--- src/rtl/cache_mem_arbiter.sv ---
// cache_mem_arbiter
// -----------------
// Shares one RAM port between the instruction cache and the data cache.
// Only one requester is granted at a time. The granted request's address and
// data are steered straight to the RAM (nothing is latched). The granted
// requester sees its wait signal drop in the cycle the RAM reports ACCESS.
//
// Ports
//   CLK, RST               clock, synchronous active-high reset
//   iREN, iaddr            icache read request and address
//   iwait, iload           icache wait (low = data valid) and read data
//   dREN, dWEN, daddr,     dcache read/write request, address, write data
//   dstore
//   dwait, dload           dcache wait (low = access done) and read data
//   ramREN, ramWEN,        RAM enables, address and write data
//   ramaddr, ramstore
//   ramload, ramstate      RAM read data and status (FREE/BUSY/ACCESS/ERROR)
//   icnt, dcnt, errcnt     completed icache / dcache transfers, error count
//
// Configuration
//   CACHE_ARB_RR_EN        when defined, simultaneous requests in IDLE are
//                          resolved round-robin; otherwise the dcache always
//                          wins.
module cache_mem_arbiter #(
    parameter int ADDR_W = 32,
    parameter int DATA_W = 32,
    parameter int CNT_W  = 16
) (
    input  logic              CLK,
    input  logic              RST,
    input  logic              iREN,
    input  logic [ADDR_W-1:0] iaddr,
    output logic              iwait,
    output logic [DATA_W-1:0] iload,
    input  logic              dREN,
    input  logic              dWEN,
    input  logic [ADDR_W-1:0] daddr,
    input  logic [DATA_W-1:0] dstore,
    output logic              dwait,
    output logic [DATA_W-1:0] dload,
    output logic              ramREN,
    output logic              ramWEN,
    output logic [ADDR_W-1:0] ramaddr,
    output logic [DATA_W-1:0] ramstore,
    input  logic [DATA_W-1:0] ramload,
    input  logic [1:0]        ramstate,
    output logic [CNT_W-1:0]  icnt,
    output logic [CNT_W-1:0]  dcnt,
    output logic [CNT_W-1:0]  errcnt
);

    localparam logic [1:0] RAM_ACCESS = 2'd2;
    localparam logic [1:0] RAM_ERROR  = 2'd3;

    typedef enum logic [1:0] {
        IDLE = 2'd0,
        IGNT = 2'd1,
        DGNT = 2'd2
    } state_t;

    state_t            state_q, state_d;
    logic [CNT_W-1:0]  icnt_q, icnt_d;
    logic [CNT_W-1:0]  dcnt_q, dcnt_d;
    logic [CNT_W-1:0]  errcnt_q, errcnt_d;
    logic              dReq;
    logic              pickD;

    assign dReq = dREN | dWEN;

`ifdef CACHE_ARB_RR_EN
    // preferI_q set means the icache wins the next tie; it is cleared at
    // reset so the dcache is preferred first, and after every completion or
    // error it points away from whoever was just served.
    logic preferI_q, preferI_d;
    assign pickD = dReq & (~iREN | ~preferI_q);
`else
    assign pickD = dReq;
`endif

    // Read data is a plain pass-through; consumers qualify it with wait.
    assign iload = ramload;
    assign dload = ramload;

    assign icnt   = icnt_q;
    assign dcnt   = dcnt_q;
    assign errcnt = errcnt_q;

    // Next-state and output logic. A dropped request aborts the grant at
    // once: the RAM enables follow the live request lines, so they fall in
    // the same cycle and the FSM returns to IDLE without counting anything.
    always_comb begin
        state_d  = state_q;
        icnt_d   = icnt_q;
        dcnt_d   = dcnt_q;
        errcnt_d = errcnt_q;
        iwait    = 1'b1;
        dwait    = 1'b1;
        ramREN   = 1'b0;
        ramWEN   = 1'b0;
        ramaddr  = '0;
        ramstore = '0;
`ifdef CACHE_ARB_RR_EN
        preferI_d = preferI_q;
`endif
        case (state_q)
            IDLE: begin
                if (pickD) begin
                    state_d = DGNT;
                end else if (iREN) begin
                    state_d = IGNT;
                end
            end
            IGNT: begin
                ramREN  = iREN;
                ramaddr = iaddr;
                if (!iREN) begin
                    state_d = IDLE;
                end else if (ramstate == RAM_ACCESS) begin
                    iwait   = 1'b0;
                    icnt_d  = icnt_q + 1'b1;
                    state_d = IDLE;
`ifdef CACHE_ARB_RR_EN
                    preferI_d = 1'b0;
`endif
                end else if (ramstate == RAM_ERROR) begin
                    errcnt_d = errcnt_q + 1'b1;
                    state_d  = IDLE;
`ifdef CACHE_ARB_RR_EN
                    preferI_d = 1'b0;
`endif
                end
            end
            DGNT: begin
                ramWEN   = dWEN;
                ramREN   = dREN & ~dWEN;
                ramaddr  = daddr;
                ramstore = dstore;
                if (!dReq) begin
                    state_d = IDLE;
                end else if (ramstate == RAM_ACCESS) begin
                    dwait   = 1'b0;
                    dcnt_d  = dcnt_q + 1'b1;
                    state_d = IDLE;
`ifdef CACHE_ARB_RR_EN
                    preferI_d = 1'b1;
`endif
                end else if (ramstate == RAM_ERROR) begin
                    errcnt_d = errcnt_q + 1'b1;
                    state_d  = IDLE;
`ifdef CACHE_ARB_RR_EN
                    preferI_d = 1'b1;
`endif
                end
            end
            default: begin
                state_d = IDLE;
            end
        endcase
    end

    // State and counter registers with synchronous reset.
    always_ff @(posedge CLK) begin
        if (RST) begin
            state_q  <= IDLE;
            icnt_q   <= '0;
            dcnt_q   <= '0;
            errcnt_q <= '0;
`ifdef CACHE_ARB_RR_EN
            preferI_q <= 1'b0;
`endif
        end else begin
            state_q  <= state_d;
            icnt_q   <= icnt_d;
            dcnt_q   <= dcnt_d;
            errcnt_q <= errcnt_d;
`ifdef CACHE_ARB_RR_EN
            preferI_q <= preferI_d;
`endif
        end
    end

endmodule
--- config.mk ---
export PLATFORM = sky130hd
export DESIGN_NAME = cache_mem_arbiter
export DESIGN_NICKNAME = d
export VERILOG_FILES = /design/src/rtl/cache_mem_arbiter.sv
export SDC_FILE = /design/constraint.sdc
export NUM_CORES = 1
export LEC_CHECK = 0
export ABC_AREA = 0
export ABC_CLOCK_PERIOD_IN_PS = 6090
export CAP_MARGIN = 10
export CORE_AREA = 4 4 120 122
export DETAILED_ROUTE_END_ITERATION = 10
export DIE_AREA = 0 0 124 126
export PLACE_DENSITY = 0.71
export SYNTH_ARGS = -nofsm -noshare
export SYNTH_HDL_FRONTEND = slang
export SYNTH_SLANG_ARGS = --single-unit
export TNS_END_PERCENT = 5
--- constraint.sdc ---
create_clock -name CLK -period 6.09 [get_ports CLK]
set_input_delay 1.827 -clock CLK [delete_from_list [all_inputs] [get_ports CLK]]
set_output_delay 1.827 -clock CLK [all_outputs]
set_load 0.03 [all_outputs]
# Word-level counts from Yosys, hierarchy flattened
# Index checks and enable logic that the tools add are counted.
dict set report totals {
  regBits 50
  in_bits 135
  output_inout_bits 180
  word_cells 43
}
dict set report op_classes {
  n_addsub 3
  n_eq_ne 7
  n_reduce_logical 5
  n_bitwise 3
  mux 21
}
# op n
set ops {}
lappend ops {{$mux 16} 4}
lappend ops {{$pmux 32 s2} 1}
lappend ops {{$add 16x1->16 const B} 3}
lappend ops {{$mux 32} 1}
lappend ops {{$pmux 16 s2} 1}
lappend ops {{$mux 2} 6}
lappend ops {{$reduce_and 3->1} 3}
lappend ops {{$eq 2x2->1 const B} 3}
lappend ops {{$mux 1} 6}
lappend ops {{$pmux 2 s3} 1}
lappend ops {{$ne 2x2->1 const B} 2}
lappend ops {{$ne 3x3->1 const B} 1}
lappend ops {{$eq 2x1->1 const B} 1}
lappend ops {{$logic_not 2->1} 1}
lappend ops {{$pmux 1 s2} 1}
lappend ops {{$reduce_bool 2->1} 1}
lappend ops {{$and 1x1->1} 1}
lappend ops {{$not 1->1} 1}
lappend ops {{$or 1x1->1} 1}

# Logic depth before layout (Yosys ltp)
dict set report depth {
  ltp_word 5
  ltp_mapped 9
  mapped_depth_nobuf 7
}

# Worst setup path before layout
# Ideal clock, no wire load.
dict set report synth_timing {
  kind {input-to-output}
  startpoint {input port dWEN}
  endpoint {output port ramREN}
  arrival_ns 2.689
  required_ns 4.263
  path_stages 2
  path_slack_ns 1.574
  path_buffers 0
  cell_sequence {nand3b_1 > a21boi_0}
}
dict set report synth_between {
  elab_chain_len 3
}
# item line_no
set synth_rtl {}
lappend synth_rtl {{start: declaration} 36} ;# input logic dWEN,
lappend synth_rtl {{$not 1->1} 135} ;# ramREN = dREN & ~dWEN;
lappend synth_rtl {{$and 1x1->1} 135}
lappend synth_rtl {{$pmux 1 s2} 105} ;# case (state_q)
lappend synth_rtl {{end: declaration} 41} ;# output logic ramREN,
# Every way passes these cells.

# Worst setup path in the final report
dict set report layout_timing {
  startpoint {input port dWEN}
  endpoint {output port dwait}
}
dict set report layout_between {
  elab_chain_len 3
}
# item line_no
set layout_rtl {}
lappend layout_rtl {{$or 1x1->1} 68} ;# assign dReq = dREN | dWEN;
lappend layout_rtl {{$mux 1} 138} ;# if (!dReq) begin
lappend layout_rtl {{$mux 1} 105}
lappend layout_rtl {{end: declaration} 39} ;# output logic dwait,
# Every way passes these cells.

==> metrics.csv <==
metric,value,unit
status,"complete, no violations",
highest cell delay on the worst timing path,0.61,ns
Slew @ Worst Pin,0.933,ns
die height,126,um
syn nets,603,
Synth Register Bits,50,
post-CTS resize count,0,
Syn Inst Count,461,
RePlAce Congestion,0.859,
clock net sink count,50,
dpl hpwl,10800,um
worst endpoint required time,4.26,ns
r2r endpoint,dcnt[15],
Most used DFF post-synth,dfxtp_1,
"Seq/Total Area, Yosys",0.277,
clk_lat worst skew,0.28,ns
Yosys top cell by area,dfxtp_1,
vias,3735,
Starting Density,0.274,
Num CTS Buffers,5,
FF-to-FF setup slack,3.18,ns
CP most frequent cell,clkdlybuf4s50_1,
drt first pass iters,5,
CP Capture Point,dwait,
Worst Setup End Kind,primary output,
clk_skew,0.00402,ns
grt total ovfl,0,
number of global-route vias before repair,3709,
Yosys warnings,0,
synth cell count leaders,"65 x buf_4, 50 x dfxtp_1, 36 x and2_1",
kind of path behind the tightest hold check,reg2reg,
DR vias/cell,4.80,
number of flops mapped to enable cells by yosys,0,
Initial DRC Count,166,
CTS tree,done,
core area,0.0132,mm2
DRC viols,0,
root buf cell,clkbuf_16,
Reg2Reg Depth,7,
CTS max path bufs,2,
period utilization,0.892,
DIE AREA,0.0156,mm2
mean post-synth cell area,7.84,um2
post-synth top area share,0.277,
final WL,13000,um
initial antenna violation count,0,
WS Path Type,in2out,
unrepaired setup endpoints after global routing,no,
critical-path cell list,clkdlybuf4s50_1 > o21ai_0 > buf_4 > nor2_1 > inv_1 > clkdlybuf4s50_1,
area of the mapped netlist,0.00361,mm2
global-route usage over all layers,0.160,
first-pass GRT wire length,20000,um
final number of max-transition violations,0,
CP Launch Type,input port,
minimum clock period,5.43,ns
post-layout util,0.427,
r2r startpoint,state_q[0],
Synth cell types,42,
worst path arrival time,3.60,ns
top post-synthesis cells by area,"dfxtp_1 28%, buf_4 14%, a22oi_1 6.7%, and2_1 6.2%, nor2b_1 5.7%",
power density over the cells,159,mW/mm2
wire per inst,16.7,um
origin of the worst setup path,dWEN,
largest net degree at the start of global routing,53,
final setup TNS,0,ns
Routed Antenna Nets,0,
CP max stage cell,clkdlybuf4s50_1,
clock slew seen by the registers of the worst setup and hold paths,0.06,ns
nets,743,
LEAKAGE,1.80,nW
Max Cap Viol,0,
number of port buffers,218,
IO Count,315,
endpoints failing setup,0,
H-tree Lvls,2,
postcts setup bufs,0,
Std-Cell Rows,42,
# diodes,0,
synthesis-to-finish area growth,55.8,%
Post-CTS Hold Fix Bufs,0,
asr flop ratio synth,0,
layout cell share with drive strength beyond 1,0.0349,
Max Clock Freq,184,MHz
VDD IR-drop max,0.105,mV
critical path peak fanout,6,
die width,124,um
number of hold violations in the final report,0,
cell with the most instances after synthesis,buf_4,
hold path startpoint,dcnt[15],
Slew HR,0.378,
-- power by group --
part	internal, mW	switching, mW
clock network	0.186	0.115
registers	0.329	0.00216
logic	0.135	0.129
-- routing by layer --
layer	vias to the layer above	wire, um	global-route usage
li1	1833	-	-
met1	1725	4850	0.178
met2	160	6670	0.287
met3	17	1160	0.0493
met4	0	293	0.0541
met5	-	0	0
-- kinds of logic (layout without fill, tap and decap cells) --
| kind of cell | count (synthesis) | count (layout) | synth area share |
|---|---|---|---|
| AND/OR/NAND/NOR | 190 | 190 | 0.308 |
| flip-flops | 50 | 50 | 0.277 |
| AO/OA/AOI/OAI | 90 | 90 | 0.162 |
| XOR/XNOR | 20 | 20 | 0.0485 |
| adder cells (fa/ha/maj) | 7 | 7 | 0.0242 |
| multiplexers | 2 | 2 | 0.00589 |
| buffers and inverters | 102 | 243 | 0.174 |
-- state kept, by name, summed over array words and instances (netlist names) --
signal	flops
dcnt	16
state_q	2
errcnt	16
icnt	16
-- through the flow --
stage | cells | total power [mW] | area [um2] | setup WS, ns | hold WS [ns]
6_report | 778 | 0.896 | 5630 | 0.660 | 0.482
5_1_grt | 778 | 0.940 | 5630 | 0.559 | 0.522
4_1_cts | 778 | 0.911 | 5630 | 0.654 | 0.489
3_5_place_dp | 770 | 0.605 | 5460 | 0.659 | 0.480
3_3_place_gp | 770 | 0.601 | 5460 | 0.686 | 0.461
2_1_floorplan | 461 | 0.542 | 3610 | 1.57 | 0.512
-- cells in the final DEF (no fill, tap or decap), types with 3 or more instances in the layout --
master	synthesis	final
clkdlybuf4s50_1	0	217
dfxtp_1	50	50
and2_1	36	36
nor2b_1	33	33
a22oi_1	32	32
nor2_1	25	25
a21oi_1	25	25
nand2_1	19	19
nand4_1	15	15
o31ai_1	14	14
xnor2_1	14	14
inv_1	13	13
or4_1	13	13
o21ai_0	12	12
or3_1	12	12
nand3_1	10	10
xor2_1	6	6
ha_1	7	6
nor3_1	5	5
clkbuf_16	0	5
and4_1	4	4
and3_1	3	3
nor4_1	3	3
clkbuf_8	0	3
buf_4	65	3
-- worst min-delay path by stage --
| stage | to | cells after the start |
|---|---|---|
| after global placement | dcnt[15] | 2 |
| after floorplan | state_q[0] | 2 |
| after CTS | dcnt[15] | 2 |
| after detailed placement | dcnt[15] | 2 |
| final | dcnt[15] | 2 |
| after global routing | errcnt[7] | 2 |
-- final cells by class --
class                           instances  area [um2]
Timing Repair Buffer                  221        2200
Multi-Input combinational cell        309        1980
Inverter                               14        55.1
Sequential cell                        50        1000
Fill cell                            1306        7560
Tap cell                              176         220
Clock buffer                            8         166
-- worst max-delay path: cells and delay by family --
family | cells | cell delay (ns)
AOI/OAI and AO/OA | 1 | 0.12
buffers and inverters | 4 | 1.44
and+or+nand+nor | 1 | 0.22
No activity file was read; power rests on OpenSTA's default activity.
